## src/rtl/tictactoe_pkg.sv

```systemverilog
// tictactoe_pkg: shared cell, board and turn-FSM types for the TicTacToe datapath.
package tictactoe_pkg;

    typedef logic [1:0] celda_t;

    localparam celda_t VACIA = 2'b00;
    localparam celda_t J0    = 2'b01;
    localparam celda_t J1    = 2'b10;

    typedef logic [8:0][1:0] tablero_t;

    typedef enum logic [2:0] {SELECT, REQ, WAIT, CHECK, FIN} estado_t;

    function automatic logic [3:0] sig_celda(input logic [3:0] c);
        return (c == 4'd8) ? 4'd0 : c + 4'd1;
    endfunction

endpackage

```

## src/rtl/buscar_vacia.sv

```systemverilog
// buscar_vacia: first empty cell scanning inicio, inicio+1, ... mod 9.
module buscar_vacia
    import tictactoe_pkg::*;
(
    input  tablero_t   tablero,
    input  logic [3:0] inicio,
    output logic [3:0] idx,
    output logic       hallado
);

    logic [3:0] c;

    always_comb begin
        idx     = inicio;
        hallado = 1'b0;
        c       = inicio;
        for (int i = 0; i < 9; i++) begin
            if (!hallado && tablero[c] == VACIA) begin
                idx     = c;
                hallado = 1'b1;
            end
            c = sig_celda(c);
        end
    end

endmodule

```

## src/rtl/control_jugadas.sv

```systemverilog
// control_jugadas: turn FSM issuing placements to the board, with per-turn
// timeout auto-move, acknowledge timeout and win/draw detection.
module control_jugadas
    import tictactoe_pkg::*;
#(
    parameter int TURN_CYCLES = 50_000_000,
    parameter int ACK_TIMEOUT = 8,
    parameter int WIN_LAT     = 2
) (
    input  logic        clk,
    input  logic        rst,
    input  logic        btn_sig,
    input  logic        btn_ok,
    input  tablero_t    tablero,
    input  logic        win,
    input  logic        colocado,
    output logic [3:0]  pos,
    output logic        jugador,
    output logic        colocar,
    output logic [3:0]  cursor,
    output logic [31:0] tiempo,
    output logic        fin_juego,
    output logic        ganador,
    output logic        empate,
    output logic        err_ack
);

    localparam logic [31:0] T_MAX   = 32'(TURN_CYCLES - 1);
    localparam logic [3:0]  ACK_LIM = 4'(ACK_TIMEOUT - 1);
    localparam logic [3:0]  WIN_LIM = 4'(WIN_LAT - 1);

    estado_t    estado;
    logic [3:0] cnt;
    logic [3:0] auto_idx;
    logic       hay_vacia;
    logic       ok_valido;

    buscar_vacia u_buscar (
        .tablero (tablero),
        .inicio  (cursor),
        .idx     (auto_idx),
        .hallado (hay_vacia)
    );

    assign ok_valido = btn_ok && tablero[cursor] == VACIA;

    // cnt is shared: acknowledge wait in REQ, win latency in WAIT
    always_ff @(posedge clk) begin
        if (rst) begin
            estado    <= SELECT;
            pos       <= '0;
            cursor    <= '0;
            jugador   <= 1'b0;
            colocar   <= 1'b0;
            tiempo    <= T_MAX;
            fin_juego <= 1'b0;
            ganador   <= 1'b0;
            empate    <= 1'b0;
            err_ack   <= 1'b0;
            cnt       <= '0;
        end else begin
            err_ack <= 1'b0;
            case (estado)
                SELECT: begin
                    if (tiempo != '0)
                        tiempo <= tiempo - 32'd1;
                    if (ok_valido || (tiempo == '0 && hay_vacia)) begin
                        pos     <= ok_valido ? cursor : auto_idx;
                        colocar <= 1'b1;
                        cnt     <= '0;
                        estado  <= REQ;
                    end else if (btn_sig) begin
                        cursor <= sig_celda(cursor);
                    end
                end
                REQ: begin
                    if (colocado) begin
                        colocar <= 1'b0;
                        cnt     <= '0;
                        estado  <= WAIT;
                    end else if (cnt == ACK_LIM) begin
                        colocar <= 1'b0;
                        err_ack <= 1'b1;
                        estado  <= SELECT;
                    end else begin
                        cnt <= cnt + 4'd1;
                    end
                end
                WAIT: begin
                    if (cnt == WIN_LIM)
                        estado <= CHECK;
                    else
                        cnt <= cnt + 4'd1;
                end
                CHECK: begin
                    if (win) begin
                        fin_juego <= 1'b1;
                        ganador   <= jugador;
                        estado    <= FIN;
                    end else if (!hay_vacia) begin
                        fin_juego <= 1'b1;
                        empate    <= 1'b1;
                        estado    <= FIN;
                    end else begin
                        jugador <= ~jugador;
                        tiempo  <= T_MAX;
                        estado  <= SELECT;
                    end
                end
                FIN: begin
                    colocar   <= 1'b0;
                    fin_juego <= 1'b1;
                end
                default: estado <= SELECT;
            endcase
        end
    end

endmodule

```

## config.mk

```make
export PLATFORM = sky130hd
export DESIGN_NAME = control_jugadas
export DESIGN_NICKNAME = d
export VERILOG_FILES = /design/src/rtl/tictactoe_pkg.sv /design/src/rtl/buscar_vacia.sv /design/src/rtl/control_jugadas.sv
export SDC_FILE = /design/constraint.sdc
export NUM_CORES = 1
export LEC_CHECK = 0
export BUFFER_PORTS_ARGS = -buffer_cell sky130_fd_sc_hd__buf_2
export CAP_MARGIN = 20
export CELL_PAD_IN_SITES_DETAIL_PLACEMENT = 0
export CELL_PAD_IN_SITES_GLOBAL_PLACEMENT = 1
export CORE_ASPECT_RATIO = 2
export CORE_MARGIN = 2
export CORE_UTILIZATION = 45
export DETAILED_ROUTE_END_ITERATION = 12
export HOLD_SLACK_MARGIN = 0.1
export PLACE_DENSITY = 0.91
export RECOVER_POWER = 100
export SLEW_MARGIN = 25
export SYNTH_ARGS = -nofsm -noshare
export SYNTH_HDL_FRONTEND = slang
export SYNTH_SLANG_ARGS = --single-unit
```

## constraint.sdc

```tcl
create_clock -name clk -period 24.1 [get_ports clk]
set_clock_uncertainty 0.1 [all_clocks]
set_input_delay 3.615 -clock clk [delete_from_list [all_inputs] [get_ports clk]]
set_output_delay 3.615 -clock clk [all_outputs]
set_load 0.02 [all_outputs]
```

## Word-level counts from Yosys, hierarchy flattened

Index checks and enable logic that the tools add are counted.

| storage, ports and cells | value |
|---|---|
| bits in latches | 0 |
| memories | 0 |
| logic and storage cells | 173 |
| input port bits | 24 |
| bits in read-only memories | 0 |
| bits in writable memories | 0 |
| register bits after elaboration | 53 |

| operators by class | value |
|---|---|
| reduce and logical (&&, ||, !) cells | 46 |
| equal/unequal tests | 23 |
| mux-type cells | 68 |
| div/mod/pow operators | 0 |
| add/subtract/negate cells | 10 |
| multipliers | 0 |
| bitwise logic cells | 6 |
| shift-type cells | 0 |
| order comparisons | 9 |

Operators by type and width:

| operator | number |
|---|---|
| $mux W32 | 3 |
| $mux W4 | 21 |
| $bmux W2 S4 | 9 |
| $pmux W32 S2 | 1 |
| $lt A4 B5 Y1 const B | 9 |
| $add A4 B1 Y4 const B | 9 |
| $eq A4 B4 Y1 const B | 8 |
| $logic_not A32 Y1 | 1 |
| $reduce_bool A32 Y1 | 1 |
| $sub A32 B1 Y32 const B | 1 |
| $logic_not A2 Y1 | 9 |
| $mux W2 | 9 |
| $mux W3 | 6 |
| $mux W1 | 15 |
| $pmux W3 S5 | 1 |
| $ne A2 B2 Y1 const B | 6 |
| $pmux W4 S3 | 1 |
| $reduce_and A3 Y1 | 4 |
| $reduce_and A4 Y1 | 3 |
| $logic_and A1 B1 Y1 | 10 |
| $ne A3 B3 Y1 const B | 3 |
| $logic_not A1 Y1 | 8 |
| $eq A3 B2 Y1 const B | 2 |
| $not A1 Y1 | 6 |
| other kinds (12) | 16 |

## Logic depth before layout (Yosys ltp)

Gate-level depths: netlist (run 1).

| depth | value |
|---|---|
| word-level depth | 32 |
| gate-level depth with buffers | 46 |
| mapped depth without buffers | 41 |

## Cells and area by module

From an unflattened synthesis (run 1), not the netlist that was laid out.

| unflattened totals | value |
|---|---|
| cell total of the unflattened synthesis | 702 |
| area total of the unflattened synthesis | 5313.8 um^2 |

By module, submodules not included:

| module | instances | area an instance (um^2) | cells each |
|---|---|---|---|
| buscar_vacia | 1 | 2670.1 | 375 |
| control_jugadas | 1 | 2643.8 | 327 |

## Worst setup path after synthesis (run 1)

No wires, ideal clock.

| timing | value |
|---|---|
| kind | flip-flop to flip-flop |
| start | reg cursor[0] |
| end | reg tiempo[26] |
| setup slack | 15.620 ns |
| library setup time | 0.139 ns |
| stages on the path, launching flop included | 45 |
| required time | 23.861 ns |
| arrival | 8.241 ns |
| buffers on the path | 4 |
| clock period less this slack | 8.480 ns |
| cells stage by stage | dfxtp_1 -> buf_2 -> inv_1 -> ha_1 -> inv_1 -> ha_1 -> nand3_1 -> a21oi_1 -> nor2_1 -> inv_1 -> ha_1 -> a31oi_1 -> nor2_1 -> ha_1 -> o211ai_1 -> a221o_1 -> clkbuf_1 -> inv_1 -> [... 9 more ...] -> o21a_1 -> inv_2 -> ha_1 -> and3b_1 -> a21oi_1 -> inv_1 -> ha_1 -> nand2_1 -> mux2_2 -> a311oi_1 -> o21a_1 -> a211oi_1 -> o31a_1 -> a21bo_1 -> buf_6 -> buf_6 -> a2111oi_0 -> o32ai_1 |

| between the ends | value |
|---|---|
| cells in the longest elaborated chain, start to end | 30 |
| elaborated cells on any way between the ends | 78 |
| those cells by class | 8 x add/sub; 9 x eq/ne; 35 x mux; 26 x reduce/logical |

Ends and longest elaborated chain:

| element | line | RTL |
|---|---|---|
| start, declared | control_jugadas.sv:20 | `output logic [3:0] cursor,` |
| start signal, assigned | control_jugadas.sv:73 | `cursor <= sig_celda(cursor);` |
| branches (longest 27 deep; another with $add A4 B1 Y4) | n/a |  |
| $mux W1 (*) | buscar_vacia.sv:18 | `if (!hallado && tablero[c] == VACIA) begin` |
| $ne A2 B2 Y1 (no source line) (*) | n/a |  |
| $reduce_and A4 Y1 (no source line) (*) | n/a |  |
| end signal, assigned | control_jugadas.sv:66 | `tiempo <= tiempo - 32'd1;` |
| end, declared | control_jugadas.sv:21 | `output logic [31:0] tiempo,` |

Every way passes the cells marked *. The select of a mux whose other input is x is not followed.
A chain may end at the register's enable or synchronous reset.

## Final worst setup path (run 1)

| timing | value |
|---|---|
| start | reg cursor[0] |
| end | reg tiempo[15] |

The elaborated chain is that of the path after synthesis.

==> results of run 1 <==
==> metrics by stage <==
| stage | power [mW] | instances |
|---|---|---|
| CTS | 1.09 | 951 |
| global placement | 1.00 | 943 |
| detailed placement | 1.01 | 943 |
| finish | 1.10 | 951 |
| floorplan | 0.803 | 767 |
| global route | 1.17 | 951 |
==> sequential cells by signal (all words and copies together) (netlist names), 3 cells and up <==
register	flops
tiempo	32
pos	4
estado	3
cnt	4
cursor	4
==> area by class of cell <==
| type | instances | area, um2 |
|---|---|---|
| Fill cell | 1342 | 6400 |
| Multi-Input combinational cell | 631 | 4370 |
| Sequential cell | 53 | 1060 |
| Timing Repair Buffer | 76 | 332 |
| Tap cell | 150 | 188 |
| Clock buffer | 5 | 125 |
| Inverter | 33 | 124 |
| Clock inverter | 3 | 28.8 |
==> power by group <==
group / internal (mW) / leakage [nW] / switching (mW) / total, mW
Clock: 0.0399 / 0.0763 / 0.0364 / 0.0763
Combinational: 0.345 / 1.71 / 0.574 / 0.919
Sequential: 0.0942 / 0.429 / 0.00947 / 0.104
==> layout by cell type, fill, tap and decap left out, drive strengths merged, types with 7 or more instances in the layout <==
| master | n |
|---|---|
| and3 | 9 |
| o31ai | 12 |
| nand3b | 7 |
| or3 | 28 |
| a211o | 7 |
| mux2i | 27 |
| nand3 | 40 |
| buf | 27 |
| o21ai | 35 |
| nor3b | 7 |
| a21boi | 7 |
| nand2b | 13 |
| o211ai | 13 |
| dfxtp | 53 |
| nand2 | 53 |
| mux4 | 8 |
| a31oi | 10 |
| ha | 19 |
| clkbuf | 54 |
| xnor2 | 8 |
| o2111ai | 9 |
| a311oi | 8 |
| mux2 | 8 |
| and2 | 10 |
| inv | 34 |
| nor3 | 24 |
| or2 | 13 |
| a21oi | 54 |
| nor2 | 75 |
| a211oi | 21 |
| a2111oi | 13 |
==> cell families after synthesis <==
family,Yosys count
AO/OA/AOI/OAI,251
XOR/XNOR,9
adder cells (fa/ha/maj),19
buffers and inverters,83
flip-flops,53
multiplexers,43
AND/OR/NAND/NOR,309
==> worst max-delay path, delay by kind of cell, from the launching register on <==
family	cells	cell delay [ns]
flops	1	0.59
mux	2	0.53
buf+inv	8	2.55
fa+ha+maj	8	2.12
simple gates	10	2.15
compound gates	13	3.33
==> path summary, 6_finish.rpt <==
path	start	end	slack, ns	cells after the start
max	cursor[0]$_SDFFE_PP0P_	tiempo[15]$_SDFFE_PP1P_	12.59	41
min	ganador$_SDFFE_PP0P_	ganador$_SDFFE_PP0P_	0.37	2
max reg2reg	cursor[0]$_SDFFE_PP0P_	tiempo[15]$_SDFFE_PP1P_	12.59	41
min reg2reg	ganador$_SDFFE_PP0P_	ganador$_SDFFE_PP0P_	0.37	2
==> routing by layer <==
| metal | track usage [%] | wire length, um | vias to the layer above |
|---|---|---|---|
| met5 | 0 | 0 | - |
| met4 | 19.7 | 1390 | 0 |
| met3 | 3.10 | 1080 | 87 |
| met2 | 58.1 | 11400 | 272 |
| met1 | 28.6 | 7130 | 3025 |
| li1 | - | - | 2990 |
==> flow_summary.toml, run 1 <==
[die]
fp.dieH_um = 165
dieArea_mm2 = 0.0139
start_util_pct = 46.1
io_pins = 70
core_mm2 = 0.0126
std_cell_rows = 58
die_w_um = 84.4

[sta]
setup_slack_ns = 12.59
fin_crit_sh_pct = 47.7
holdWs_ns = 0.367
finalHoldViolations = 0
worst_slew_pin_slew_ns = 1.96
rsz0062_at_grt = "false"
clock.fmax_ghz = 0.0869
period_needed_ns = 11.51
relSlewSlack_pct = -30.5
tns_ns = 0
setup_viol = 0
drv_slew = 91

[clock_network]
clock_latency_ns = 0.30
clk_pin_slew_ns = 0.08
numCtsBuffers = 5
post_cts_resized = 0
cts.sinks = 53
cts_root_buf = "clkbuf_16"
cts_setup_buffers = 0
h-tree-depth = 2
clockBufferDepth = 2
cts_tree = "built"
holdBufCountCts = 0

[power_and_ir_drop]
power.leakage_nw = 2.22
powerDensity_mw_per_mm2 = 176
ir_drop_mv = 0.114

[synth]
async_reset_ff_share_pct = 0
synth_area_mm2 = 0.00582
syn-instance-count = 767
synth_nets = 810
synthMuxAreaShare_pct = 9.28
synthMostInstantiatedCell = "nor2_1"
synth_compound_area_share_pct = 33.2
synth_simple_gate_area_share_pct = 27.4
synth_commonest_cells = "75 x nor2_1, 53 x a21oi_1, 53 x dfxtp_1, 53 x nand2_1, 40 x nand3_1"
synthAdderAreaFrac_pct = 4.08
yosysSeqAreaShare_pct = 18.2
ys_top_cells_by_area = "dfxtp_1 18%, nor2_1 4.8%, mux2i_1 4.6%, a21oi_1 4.6%, ha_1 4.1%"
synth_top_area_cell = "dfxtp_1"
synth_edf_count = 0
yosys_warnings = 0
synth-xor-area-share_pct = 1.59
synth_top_family_by_area = "compound AO/OA/AOI/OAI gates"
ys_ff_latch = 53
syn_avg_cell_area_um2 = 7.59
yosysTopAreaCellShare_pct = 18.2
synthFlopType = "dfxtp_1"
ys_types = 93

[route]
firstDrtPassIters = 7
antenna_left = 0
routed_wl_um = 21000
drc_errors = 0
drt-initial-drc-count = 405
routedWlPerCell_um = 22.1
vias = 6374
via_per_inst = 6.70

[hold_path]
holdCritPathClass = "reg -> reg"

[critical_path]
critical_path.max_stage_delay_ns = 1.31
critPathKind = "reg -> reg"
critPathArrivalTime_ns = 11.57
required_ns = 24.17
start_kind = "flip-flop"
crit_path_max_fanout = 44
slowest_stage = "clkbuf_1"
end_kind = "flip-flop"
cp_common_cell = "ha_1"

[flow_run]
drv_cap = 2

[final_layout]
drive_above_1_share_pct = 10.2
fin_util_pct = 49.3
insertedDiodeCount = 0
synthToLayoutAreaGrowth_pct = 6.94
finalNetCount = 843
postLayoutCellArea_mm2 = 0.00623

[placement]
io_buffers = 69
dp_hpwl_um = 16100
placed_area_mm2 = 0.00617
place_congestion = 1.02
post-place-ws_ns = 13.93

[global_routing]
grt_pass1_vias = 6417
grt_usage_pct = 29.7
grt_max_degree = 46
grt_overflow = 0
grt_pass1_wl_um = 33000
grt_antenna_before_repair = 0

[outcome]
violations = "capacitance limit, slew limit"
status = "finished with violations"
Power figures use the tool's default switching activity.
==> run 2, diff against run 1 <==
--- a/config.mk
+++ b/config.mk
@@ -11,10 +11,10 @@
 export CELL_PAD_IN_SITES_GLOBAL_PLACEMENT = 1
 export CORE_ASPECT_RATIO = 2
 export CORE_MARGIN = 2
-export CORE_UTILIZATION = 45
+export CORE_UTILIZATION = 40
 export DETAILED_ROUTE_END_ITERATION = 12
 export HOLD_SLACK_MARGIN = 0.1
-export PLACE_DENSITY = 0.91
+export PLACE_DENSITY = 0.86
 export RECOVER_POWER = 100
 export SLEW_MARGIN = 25
 export SYNTH_ARGS = -nofsm -noshare
==> constraint.sdc (replaced) <==
create_clock -name clk -period 9.3 [get_ports clk]
set_clock_uncertainty 0.1 [all_clocks]
set_input_delay 1.395 -clock clk [delete_from_list [all_inputs] [get_ports clk]]
set_output_delay 1.395 -clock clk [all_outputs]
set_load 0.02 [all_outputs]
==> run 2 against run 1 <==
  * The run now ends clean
  * Largest power group unchanged
  * Critical path depth unchanged
  * Highest routed layer unchanged
  * Maximum frequency increased by 33%
  * Combinational power increased to 2.7 times the previous value
  * Cell count increased by 6.7%
  * Core utilization decreased by 3.1 points
==> flow_summary.toml, run 2 (synthesis results as in run 1) <==
[critical_path]
slowest_stage = "a2111oi_0"
critical_path.max_stage_delay_ns = 0.43
crit_path_max_fanout = 18
start_kind = "flip-flop"
critPathArrivalTime_ns = 8.70
cp-startpoint = "cursor[1]$_SDFFE_PP0P_"
cp_common_cell = "ha_1"
r2r_slack_ns = 0.66
required_ns = 9.36
worstSetupEndpoint = "tiempo[26]$_SDFFE_PP0P_"
rr_endpoint = "tiempo[26]$_SDFFE_PP0P_"
end_kind = "flip-flop"
r2r-start = "cursor[1]$_SDFFE_PP0P_"
worst_r2r_path_depth = 41
critPathKind = "reg -> reg"

[route]
antenna_left = 0
firstDrtPassIters = 5
via_per_inst = 6.41
routed_wl_um = 21100
drt-initial-drc-count = 389
routedWlPerCell_um = 20.8
vias = 6511
drc_errors = 0

[sta]
relSlewSlack_pct = 27.0
worst_slew_pin_slew_ns = 1.09
clock.fmax_ghz = 0.116
setup_slack_ns = 0.658
finalHoldViolations = 0
drv_slew = 0
period_needed_ns = 8.64
fin_crit_sh_pct = 92.9
setup_viol = 0

[clock_network]
cts_root_buf = "clkbuf_16"
numCtsBuffers = 5
clock_latency_ns = 0.30
clockBufferDepth = 2
cts_tree = "built"
cts.sinks = 53
holdBufCountCts = 0
h-tree-depth = 2
clk_pin_slew_ns = 0.08

[die]
start_util_pct = 40.8
core_mm2 = 0.0143
std_cell_rows = 62
io_pins = 70
die_w_um = 89.3
fp.dieH_um = 175
dieArea_mm2 = 0.0156

[power_and_ir_drop]
p_total_mw = 3.01
powerDensity_mw_per_mm2 = 457
ir_drop_mv = 0.222
power.leakage_nw = 2.38

[placement]
io_buffers = 69
placed_area_mm2 = 0.00634
post-place-ws_ns = -0.0268
dp_hpwl_um = 15700
place_congestion = 1.03

[outcome]
status = "finished, final reports clean"

[final_layout]
final_common_cell = "nor2_1"
finalNetCount = 865
insertedDiodeCount = 0
regArea_mm2 = 0.00106
final_cell_mix = "73 x nor2_1, 53 x nand2_1, 52 x a21oi_1, 52 x dfxtp_1, 44 x clkbuf_1"
drive_above_1_share_pct = 16.0
multiInputGateArea_mm2 = 0.00447
postLayoutCellArea_mm2 = 0.00660
largest_reg_flops = 32
synthToLayoutAreaGrowth_pct = 13.4
top_register = "tiempo"
num-fill-cells = 1523

[global_routing]
grt_overflow = 0
use_met2_pct = 48.3
met3_usage_pct = 4.53
grt_use_met1_pct = 28.6
grt_antenna_before_repair = 0
grt_busiest_layer = "met2"
grt_pass1_vias = 6250
grt_usage_pct = 27.4
grt_max_degree = 46
grt_pass1_wl_um = 33400

[flow_run]
drv_cap = 0

[hold_path]
holdCritPathClass = "reg -> reg"
min_from = "empate$_SDFFE_PP0P_"
## run 2: cell count changes in the layout (fill, tap and decap cells not counted), sizes merged
cell,change
buf,+27
inv,-2
bufinv,+2
clkbuf,-5
## run 2: worst min-delay path by stage
| stage | endpoint | slack (ns) | depth (start not counted) |
|---|---|---|---|
| 6_report | empate$_SDFFE_PP0P_ | 0.37 | 1 |
| 2_1_floorplan | cnt[3]$_SDFFE_PP0P_ | 0.36 | 1 |
| 3_5_place_dp | empate$_SDFFE_PP0P_ | 0.35 | 1 |
| 4_1_cts | empate$_SDFFE_PP0P_ | 0.37 | 1 |
| 3_3_place_gp | empate$_SDFFE_PP0P_ | 0.34 | 1 |
| 5_1_grt | colocar$_SDFFE_PP0P_ | 0.41 | 2 |
## run 2: report_power, final
part | switching [mW] | total, mW | internal (mW) | leakage, nW
Clock | 0.0894 | 0.243 | 0.154 | 0.0938
Sequential | 0.0195 | 0.264 | 0.244 | 0.430
Combinational | 1.55 | 2.51 | 0.958 | 1.85
Total | 1.66 | 3.01 | 1.36 | 2.38
## run 2: critical path: cells and delay by family (launching register included)
family	cells	cell delay, ns
flops	1	0.37
compound gates	15	3.47
fa+ha+maj	8	1.76
mux	1	0.30
simple gates	9	1.44
buf+inv	8	1.07
## run 2: metrics by stage
step | instances | hold slack, ns | utilization, % | TNS [ns]
2_1_floorplan | 767 | 0.362 | - | 0
3_3_place_gp | 1001 | 0.344 | 44.5 | 0
3_5_place_dp | 1001 | 0.351 | 44.5 | -0.0268
4_1_cts | 1009 | 0.368 | 45.8 | 0
5_1_grt | 1015 | 0.408 | 46.3 | -0.226
6_report | 1015 | 0.370 | 46.3 | 0
## run 2: area by class of cell
| class | count | share of cell area, % |
|---|---|---|
| well taps | 192 | 3.64 |
| clock inverters | 3 | 0.985 |
| repair buffers | 98 | 7.71 |
| flip-flops and latches | 53 | 16.1 |
| multi-input cells | 631 | 67.8 |
| inverters | 33 | 1.91 |
| clock buffers | 5 | 1.90 |
## run 2: timing repair
item | 4_1_cts | 5_1_grt
gates cloned | 0 | 0
gates resized for setup | 1 | 20
setup endpoints to repair | 3 | 50
setup buffers | 0 | 6
pin swaps | 0 | 3
## run 2: layer usage
layer  vias to the layer above  share of wire (%)
li1                       3040                  -
met1                      3099                 34
met2                       274                 53
met3                        98                6.4
met4                         0                7.4
met5                         -                  0
